[src/rtl/mem_channel_arbiter.sv]
// Shares NUM_CHANNELS memory channels among NUM_CONSUMERS LSUs, one request FSM per channel.
// Define MEMARB_ROUND_ROBIN_EN for a per-channel round-robin scan; otherwise fixed lowest-index priority.
module mem_channel_arbiter #(
   parameter int unsigned ADDR_BITS     = 8,
   parameter int unsigned DATA_BITS     = 8,
   parameter int unsigned NUM_CONSUMERS = 8,
   parameter int unsigned NUM_CHANNELS  = 4
) (
   input  logic                               clk,
   input  logic                               reset,
   input  logic [NUM_CONSUMERS-1:0]           consumer_read_valid,
   input  logic [NUM_CONSUMERS*ADDR_BITS-1:0] consumer_read_address,
   output logic [NUM_CONSUMERS-1:0]           consumer_read_ready,
   output logic [NUM_CONSUMERS*DATA_BITS-1:0] consumer_read_data,
   input  logic [NUM_CONSUMERS-1:0]           consumer_write_valid,
   input  logic [NUM_CONSUMERS*ADDR_BITS-1:0] consumer_write_address,
   input  logic [NUM_CONSUMERS*DATA_BITS-1:0] consumer_write_data,
   output logic [NUM_CONSUMERS-1:0]           consumer_write_ready,
   output logic [NUM_CHANNELS-1:0]            mem_read_valid,
   output logic [NUM_CHANNELS*ADDR_BITS-1:0]  mem_read_address,
   input  logic [NUM_CHANNELS-1:0]            mem_read_ready,
   input  logic [NUM_CHANNELS*DATA_BITS-1:0]  mem_read_data,
   output logic [NUM_CHANNELS-1:0]            mem_write_valid,
   output logic [NUM_CHANNELS*ADDR_BITS-1:0]  mem_write_address,
   output logic [NUM_CHANNELS*DATA_BITS-1:0]  mem_write_data,
   input  logic [NUM_CHANNELS-1:0]            mem_write_ready
);

   localparam int unsigned CW = $clog2(NUM_CONSUMERS);

   typedef enum logic [1:0] {IDLE, READ_WAIT, WRITE_WAIT, RELAY} state_t;

   state_t                           state_q [NUM_CHANNELS];
   state_t                           state_n [NUM_CHANNELS];
   logic [CW-1:0]                    owner_q [NUM_CHANNELS];
   logic [CW-1:0]                    owner_n [NUM_CHANNELS];
   logic [NUM_CHANNELS-1:0]          is_wr_q, is_wr_n;
   logic [NUM_CONSUMERS-1:0]         claimed_q, claimed_n;
   logic [NUM_CONSUMERS-1:0]         crr_n, cwr_n;
   logic [NUM_CONSUMERS*DATA_BITS-1:0] crd_n;
   logic [NUM_CHANNELS-1:0]          mrv_n, mwv_n;
   logic [NUM_CHANNELS*ADDR_BITS-1:0] mra_n, mwa_n;
   logic [NUM_CHANNELS*DATA_BITS-1:0] mwd_n;
`ifdef MEMARB_ROUND_ROBIN_EN
   logic [CW-1:0]                    rr_q [NUM_CHANNELS];
   logic [CW-1:0]                    rr_n [NUM_CHANNELS];
`endif

   // Next-state for all channels; lower channels claim first through the taken chain
   always_comb begin
      logic [NUM_CONSUMERS-1:0] taken;
      logic found;
      int   sel;
      int   idx;
      int   o;
      state_n   = state_q;
      owner_n   = owner_q;
      is_wr_n   = is_wr_q;
      claimed_n = claimed_q;
      crr_n     = consumer_read_ready;
      crd_n     = consumer_read_data;
      cwr_n     = consumer_write_ready;
      mrv_n     = mem_read_valid;
      mra_n     = mem_read_address;
      mwv_n     = mem_write_valid;
      mwa_n     = mem_write_address;
      mwd_n     = mem_write_data;
`ifdef MEMARB_ROUND_ROBIN_EN
      rr_n      = rr_q;
`endif
      taken     = claimed_q;
      found     = 1'b0;
      sel       = 0;
      idx       = 0;
      o         = 0;
      for (int ch = 0; ch < int'(NUM_CHANNELS); ch++) begin
         o = int'(owner_q[ch]);
         case (state_q[ch])
            IDLE: begin
               found = 1'b0;
               sel   = 0;
               for (int i = 0; i < int'(NUM_CONSUMERS); i++) begin
`ifdef MEMARB_ROUND_ROBIN_EN
                  idx = int'(rr_q[ch]) + i;
                  if (idx >= int'(NUM_CONSUMERS)) idx = idx - int'(NUM_CONSUMERS);
`else
                  idx = i;
`endif
                  if (!found && !taken[idx] &&
                      (consumer_read_valid[idx] || consumer_write_valid[idx])) begin
                     found = 1'b1;
                     sel   = idx;
                  end
               end
               if (found) begin
                  taken[sel]     = 1'b1;
                  claimed_n[sel] = 1'b1;
                  owner_n[ch]    = CW'(sel);
`ifdef MEMARB_ROUND_ROBIN_EN
                  rr_n[ch] = (sel == int'(NUM_CONSUMERS) - 1) ? '0 : CW'(sel + 1);
`endif
                  // Read wins when both valids are up; the write stays pending
                  if (consumer_read_valid[sel]) begin
                     is_wr_n[ch] = 1'b0;
                     mrv_n[ch]   = 1'b1;
                     mra_n[ch*ADDR_BITS +: ADDR_BITS] = consumer_read_address[sel*ADDR_BITS +: ADDR_BITS];
                     state_n[ch] = READ_WAIT;
                  end else begin
                     is_wr_n[ch] = 1'b1;
                     mwv_n[ch]   = 1'b1;
                     mwa_n[ch*ADDR_BITS +: ADDR_BITS] = consumer_write_address[sel*ADDR_BITS +: ADDR_BITS];
                     mwd_n[ch*DATA_BITS +: DATA_BITS] = consumer_write_data[sel*DATA_BITS +: DATA_BITS];
                     state_n[ch] = WRITE_WAIT;
                  end
               end
            end
            READ_WAIT: begin
               if (mem_read_ready[ch]) begin
                  crd_n[o*DATA_BITS +: DATA_BITS] = mem_read_data[ch*DATA_BITS +: DATA_BITS];
                  crr_n[o]    = 1'b1;
                  mrv_n[ch]   = 1'b0;
                  state_n[ch] = RELAY;
               end
            end
            WRITE_WAIT: begin
               if (mem_write_ready[ch]) begin
                  cwr_n[o]    = 1'b1;
                  mwv_n[ch]   = 1'b0;
                  state_n[ch] = RELAY;
               end
            end
            RELAY: begin
               if (is_wr_q[ch] ? !consumer_write_valid[o] : !consumer_read_valid[o]) begin
                  if (is_wr_q[ch]) cwr_n[o] = 1'b0;
                  else             crr_n[o] = 1'b0;
                  claimed_n[o] = 1'b0;
                  state_n[ch]  = IDLE;
               end
            end
            default: state_n[ch] = IDLE;
         endcase
      end
   end

   // State and output registers
   always_ff @(posedge clk or posedge reset) begin
      if (reset) begin
         for (int ch = 0; ch < int'(NUM_CHANNELS); ch++) begin
            state_q[ch] <= IDLE;
            owner_q[ch] <= '0;
`ifdef MEMARB_ROUND_ROBIN_EN
            rr_q[ch]    <= '0;
`endif
         end
         is_wr_q              <= '0;
         claimed_q            <= '0;
         consumer_read_ready  <= '0;
         consumer_read_data   <= '0;
         consumer_write_ready <= '0;
         mem_read_valid       <= '0;
         mem_read_address     <= '0;
         mem_write_valid      <= '0;
         mem_write_address    <= '0;
         mem_write_data       <= '0;
      end else begin
         state_q              <= state_n;
         owner_q              <= owner_n;
`ifdef MEMARB_ROUND_ROBIN_EN
         rr_q                 <= rr_n;
`endif
         is_wr_q              <= is_wr_n;
         claimed_q            <= claimed_n;
         consumer_read_ready  <= crr_n;
         consumer_read_data   <= crd_n;
         consumer_write_ready <= cwr_n;
         mem_read_valid       <= mrv_n;
         mem_read_address     <= mra_n;
         mem_write_valid      <= mwv_n;
         mem_write_address    <= mwa_n;
         mem_write_data       <= mwd_n;
      end
   end

endmodule

[config.mk]
export PLATFORM = sky130hd
export DESIGN_NAME = mem_channel_arbiter
export DESIGN_NICKNAME = d
export VERILOG_FILES = /design/src/rtl/mem_channel_arbiter.sv
export SDC_FILE = /design/constraint.sdc
export NUM_CORES = 1
export LEC_CHECK = 0
export CORE_MARGIN = 2
export CORE_UTILIZATION = 40
export CTS_CLUSTER_SIZE = 40
export DETAILED_ROUTE_END_ITERATION = 8
export PLACE_DENSITY = 0.72
export SLEW_MARGIN = 20
export SYNTH_ARGS = -nofsm -noshare
export SYNTH_HDL_FRONTEND = slang
export SYNTH_SLANG_ARGS = --single-unit
[constraint.sdc]
create_clock -name clk -period 17 [get_ports clk]
set_clock_uncertainty 0.15 [all_clocks]
set_input_delay 1.7 -clock clk [delete_from_list [all_inputs] [get_ports clk]]
set_output_delay 1.7 -clock clk [all_outputs]
set_load 0.05 [all_outputs]
==> results.sh <==
export IMPL_cts_sinks=216
export IMPL_start_kind="input port"
export IMPL_dieWidth_microns=229
export IMPL_grt_max_degree=102
export IMPL_synth_edf_count=0
export IMPL_timing_fmax_ghz=0.132
export IMPL_powerDensity_nw_per_um2=226
export IMPL_fin_crit_sh_pct=44.5
export IMPL_htree_levels=1
export IMPL_synth_area_leaders="dfrtp_1 (27%), a21oi_1 (13%), nand2_1 (13%)"
export IMPL_ctsResizeCount=0
export IMPL_nets=3496
export IMPL_fp_dieH_microns=229
export IMPL_yosys_register_bits=216
export IMPL_hpwl_microns=78900
export IMPL_rsz0062_at_grt="no"
export IMPL_vias=26414
export IMPL_start_util_pct=40.4
export IMPL_drt_iter0_markers=4140
export IMPL_yosys_area_top_type="dfrtp_1"
export IMPL_grt_pass1_wl_microns=163000
export IMPL_num_io_pins=434
export IMPL_cts_hold_buffers=0
export IMPL_numCtsBuffers=28
export IMPL_critPathArrivalTime_ns=7.85
export IMPL_cp_end_kind="flip-flop"
export IMPL_ys_flop_type="dfrtp_1"
export IMPL_cts_tree="built"
export IMPL_syn2layout_area_growth_pct=29.0
export IMPL_dp_cells=3857
export IMPL_p_leak_uw=0.00999
export IMPL_viasPerCell=6.75
export IMPL_grt_ovfl_total=0
export IMPL_synth_seq_area_share_pct=26.8
export IMPL_crit_path_max_fanout=50
export IMPL_path_class="input port to flip-flop"
export IMPL_crit_required_ns=17.28
export IMPL_final_util_pct=52.1
export IMPL_drive_gt1_share_pct=6.55
export IMPL_grt_usage_pct=40.7
export IMPL_totalWireLength_microns=111000
export IMPL_relSlewSlack_pct=23.2
export IMPL_ys_types=95
export IMPL_final_cells=3915
export IMPL_gp_congestion=0.995
export IMPL_rows=82
export IMPL_hold_class="flip-flop to flip-flop"
export IMPL_drc_errors=0
export IMPL_path_clk_slew_ns=0.06
export IMPL_clk_path_buf_depth=3
export IMPL_cap_violations=0
export IMPL_finalSetupViolations=0
export IMPL_grt_pass1_vias=24991
export IMPL_clock_latency_ns=0.59
export IMPL_drtAntennaViolNets=0
export IMPL_vdd_drop_max_v=0.000145
export IMPL_hold_ws_ns=0.333
export IMPL_first_pass_iters=9
export IMPL_cts_root_buf="clkbuf_16"
export IMPL_dieArea_sq_um=52200
export IMPL_status="finished, final reports clean"
export IMPL_syn_avg_cell_area_sq_um=6.85
export IMPL_async_reset_ff_share_pct=100
export IMPL_antenna_found_initial=12
export IMPL_finalSetupTns_ns=0
export IMPL_synth_top_area_share_pct=26.8
export IMPL_coreArea_sq_um=50000
export IMPL_min_period_ns=7.57
export IMPL_final_hold_viol_count=0
export IMPL_yosysWarningCount=0
export IMPL_drt_wirelength_per_cell_microns=28.5
export IMPL_slew_viol_final=0
export IMPL_syn_cell_area_sq_um=20200
export IMPL_post_cts_buffers=0
export IMPL_worst_pin_slew_ns=1.15
export IMPL_synthCells=2944
export IMPL_port_buffer_count=433
export IMPL_syn_num_nets=3224
## routing by layer
| metal | global-route usage, % | vias to the layer above | part of all wire, % |
|---|---|---|---|
| li1 | - | 11410 | - |
| met1 | 51.8 | 12416 | 38 |
| met2 | 62.7 | 2074 | 44 |
| met3 | 10.0 | 498 | 12 |
| met4 | 23.4 | 16 | 6.4 |
| met5 | 0 | - | 0.099 |
## cell families after synthesis
group | Yosys count | share of synthesized area [%]
buf+inv | 301 | 6.06
fa+ha+maj | 32 | 1.96
mux | 72 | 4.08
flops | 216 | 26.8
compound gates | 1176 | 36.2
simple gates | 1145 | 24.8
xor+xnor | 2 | 0.0869
## flip-flops by register name, indices dropped and copies added, names as in the netlist
register and count:
is_wr_q 4, state_q 8, mem_read_address 32, owner_q 12, consumer_read_data 64, consumer_read_ready 8, mem_write_valid 4, mem_write_address 32
consumer_write_ready 8, claimed_q 8, mem_read_valid 4, mem_write_data 32
## metrics by stage
stage,cell area [sq um],setup slack (ns),power (uW)
after floorplan,20200,9.24,3670
after global placement,25000,9.07,5030
after detailed placement,25000,8.77,5090
after CTS,26000,9.38,5750
after global routing,26000,9.18,6140
final,26000,9.43,5880
## worst paths after layout
check,cells past startpoint,slack [ns],startpoint,end
worst max-delay path,13,9.43,consumer_read_valid[3],mem_write_data[21]$_DFFE_PP0P_
worst min-delay path,2,0.33,mem_read_address[2]$_DFFE_PP0P_,mem_read_address[2]$_DFFE_PP0P_
worst max register to register,13,10.65,state_q[4]$_DFFE_PP0P_,mem_write_data[21]$_DFFE_PP0P_
worst min register to register,2,0.33,mem_read_address[2]$_DFFE_PP0P_,mem_read_address[2]$_DFFE_PP0P_
max in group asynchronous,4,13.28,reset,owner_q[3]$_DFFE_PP0P_
min in group asynchronous,2,1.45,reset,consumer_read_ready[6]$_DFF_PP0_
## Yosys cell counts, drive strengths merged (5+ instances only)
library cell	count
nor2	173
nand2	694
nand4	12
o211ai	20
a21o	8
a2111oi	18
a22oi	24
clkinv	6
a221oi	29
nand3	41
o31ai	6
and3	11
ha	30
nor4	61
o2111ai	5
a311oi	12
clkbuf	193
o32ai	10
nor2b	12
a32oi	5
mux2	46
nand2b	8
nor3	61
buf	48
inv	54
a211o	5
a22o	21
a41oi	5
a222oi	58
dfrtp	216
a31oi	81
or2	6
nor3b	31
o21bai	9
o21ai	191
a21oi	531
a211oi	70
o21ba	7
o22ai	35
and2	14
mux2i	26
## worst max-delay path, stage by stage
cell,delay [ns]
clkdlybuf4s50_1,0.73
o21ba_4,0.44
nor4_4,0.73
a31oi_1,0.31
o21ai_1,0.21
nand2_1,0.25
nor3_1,0.94
a31o_4,0.70
a211oi_1,0.19
nor4_2,0.31
buf_4,0.43
nand2b_1,0.65
o21ai_0,0.20
## cell type report
cell class	count	area [sq um]
tap	672	841
fill	4852	24000
timing repair buffer	483	4720
antenna	6	15.0
sequential	216	5410
multi-input combinational	2427	13800
inverter	60	233
clock buffer	36	771
clock inverter	15	215
## power breakdown
group | switching [uW] | total (uW) | internal, uW
sequential | 282 | 1030 | 749
combinational | 2880 | 4190 | 1310
clock | 261 | 655 | 394
total | 3420 | 5880 | 2460
## cell usage in the layout (no fill, tap or decap), types with 29 or more instances in the layout
master / count
nor2_1: 166
buf_4: 49
ha_1: 30
a21oi_1: 524
a31oi_1: 78
mux2_2: 34
a211oi_1: 69
clkdlybuf4s50_1: 433
nand3_1: 40
dfrtp_1: 215
nor3b_1: 29
nand2_1: 693
nor4_1: 57
nor3_1: 59
inv_1: 53
a222oi_1: 58
a221oi_1: 29
o22ai_1: 33
o21ai_0: 174
(Power assumes the default switching activity.)
==> edit, RTL diff (same flow settings) <==
`mem_write_address` no longer has a reset.
--- a/src/rtl/mem_channel_arbiter.sv
+++ b/src/rtl/mem_channel_arbiter.sv
@@ -160,7 +160,6 @@
          mem_read_valid       <= '0;
          mem_read_address     <= '0;
          mem_write_valid      <= '0;
-         mem_write_address    <= '0;
          mem_write_data       <= '0;
       end else begin
          state_q              <= state_n;
@@ -176,10 +175,13 @@
          mem_read_valid       <= mrv_n;
          mem_read_address     <= mra_n;
          mem_write_valid      <= mwv_n;
-         mem_write_address    <= mwa_n;
          mem_write_data       <= mwd_n;
       end
    end
 
+   always_ff @(posedge clk) begin
+      mem_write_address <= mwa_n;
+   end
+
 endmodule
 
Function: not settled (the Yosys comparison gave no result); the edit may change what the design does.
==> edit against the unedited design <==
Cell area shrank 1.8%. Area after synthesis shrank 2.1%. Sequential cell count is the same. Synthesized cell count shrank 5.7%. Power grew 0.44%. Combinational power grew 1%. Cell count shrank 3.8%. Utilization grew 0.21 points. Highest routed layer unchanged. Worst setup slack gained 0.26 ns. Wire length shrank 5.4%.
==> edit: results (changes against the unedited design) <==
FINISH.NET_COUNT=3352  # was 3496
SYN_INST=2777  # was 2944
GRT_PASS1_VIAS=23787  # was 24991
CRITICAL_PATH.SLOWEST_CELL='buf_4'  # was nor3_1
GRT_ANTENNA_BEFORE_REPAIR=18  # was 12
STATUS='finished clean'  # unchanged
MIN_DELAY_WORST_ENDPOINT='mem_write_data[28]'  # was mem_read_address[2]
R2R_START='state_q[6]'  # was state_q[4]
PLACEDCELLCOUNT=3703  # was 3857
TIMING.CRITICAL_PATH.SLOWEST_CELL_DELAY_NS=0.73  # was 0.94 ns
STDCELL_COUNT=3765  # was 3915
DRIVE_ABOVE_1_SHARE=0.0557  # was 0.0655
GLOBAL_ROUTE.USAGE.TOTAL=0.397  # was 0.407
GRT_PASS1_WL_UM=154000  # was 163000 um
NUMBER_OF_DISTINCT_LIBRARY_CELLS_AFTER_SYNTHESIS=96  # was 95
PLACEDINSTANCEAREA_MM2=0.0245  # was 0.0250 mm2
TIMING.HOLD.WORST_PATH_DEPTH=1  # was 2
SYNTH_ASYNC_SR_FLOP_SHARE=0.852  # was 1.00
LEAKAGEPOWER_uW=0.0100  # was 0.00999 uW
REG2REG_DEPTH=15  # was 13
DRT-PASS1-ITER-COUNT=7  # was 9
MAX-VDD-IR-DROP_uV=162  # was 145 uV
COMMONEST_CELLS_IN_THE_SYNTHESIZED_NETLIST='nand2_1 (594), a21oi_1 (386), nor2_1 (246), dfrtp_1 (184), clkbuf_1 (166)'  # was nand2_1 (694), a21oi_1 (527), dfrtp_1 (216), clkbuf_1 (192), o21ai_0 (174)
DR.FIRST_ITER.DRC_COUNT=3977  # was 4140
YOSYSSEQAREASHARE=0.282  # was 0.268
GRT_START_MAX_NET_PINS=104  # was 102
TIGHTEST_SLEW_NS=1.20  # was 1.15 ns
[edit: worst max-delay path by stage]
| stage | start | to | slack (ns) | cells after the start |
|---|---|---|---|---|
| finish | consumer_read_valid[1] | mem_write_data[30] | 9.69 | 14 |
| global route | consumer_read_valid[1] | mem_write_data[30] | 9.49 | 14 |
| CTS | consumer_read_valid[1] | mem_write_data[30] | 9.60 | 14 |
| detailed placement | consumer_read_valid[1] | mem_write_data[30] | 8.99 | 14 |
| global placement | consumer_read_valid[0] | mem_write_data[29] | 9.23 | 14 |
| floorplan | reset | claimed_q[0] | 10.15 | 1 |
[edit: report_power, final]
group / switching, uW / internal (uW) / leakage, uW / total (uW)
sequential: 230 / 795 / 0.00252 / 1020
clock: 262 / 374 / 0.000459 / 635
combinational: 2850 / 1390 / 0.00706 / 4240
[edit: kinds of logic after synthesis]
logic type | Yosys count | synth area share
AOI/OAI and AO/OA | 983 | 0.318
xor gates and xnor gates | 1 | 0.000824
adders and majority gates | 33 | 0.0207
buffers and inverters | 270 | 0.0546
DFF | 216 | 0.282
muxes | 144 | 0.0747
and+or+nand+nor | 1130 | 0.249
[edit: area by class of cell]
| type | instances | area, um2 |
|---|---|---|
| clock inverters | 9 | 92.6 |
| well taps | 664 | 831 |
| diodes | 12 | 30.0 |
| repair buffers | 478 | 4690 |
| multi-input cells | 2291 | 13300 |
| flip-flops and latches | 216 | 5570 |
| clock buffers | 40 | 850 |
| inverters | 55 | 214 |
| fillers | 4709 | 23300 |
[edit: per-layer routing]
layer	wire, um	vias to the layer above	global-route usage
met5	57	-	0
met4	5960	8	0.195
met3	13900	464	0.0972
met2	46000	2191	0.609
met1	39400	12053	0.522
li1	-	10868	-
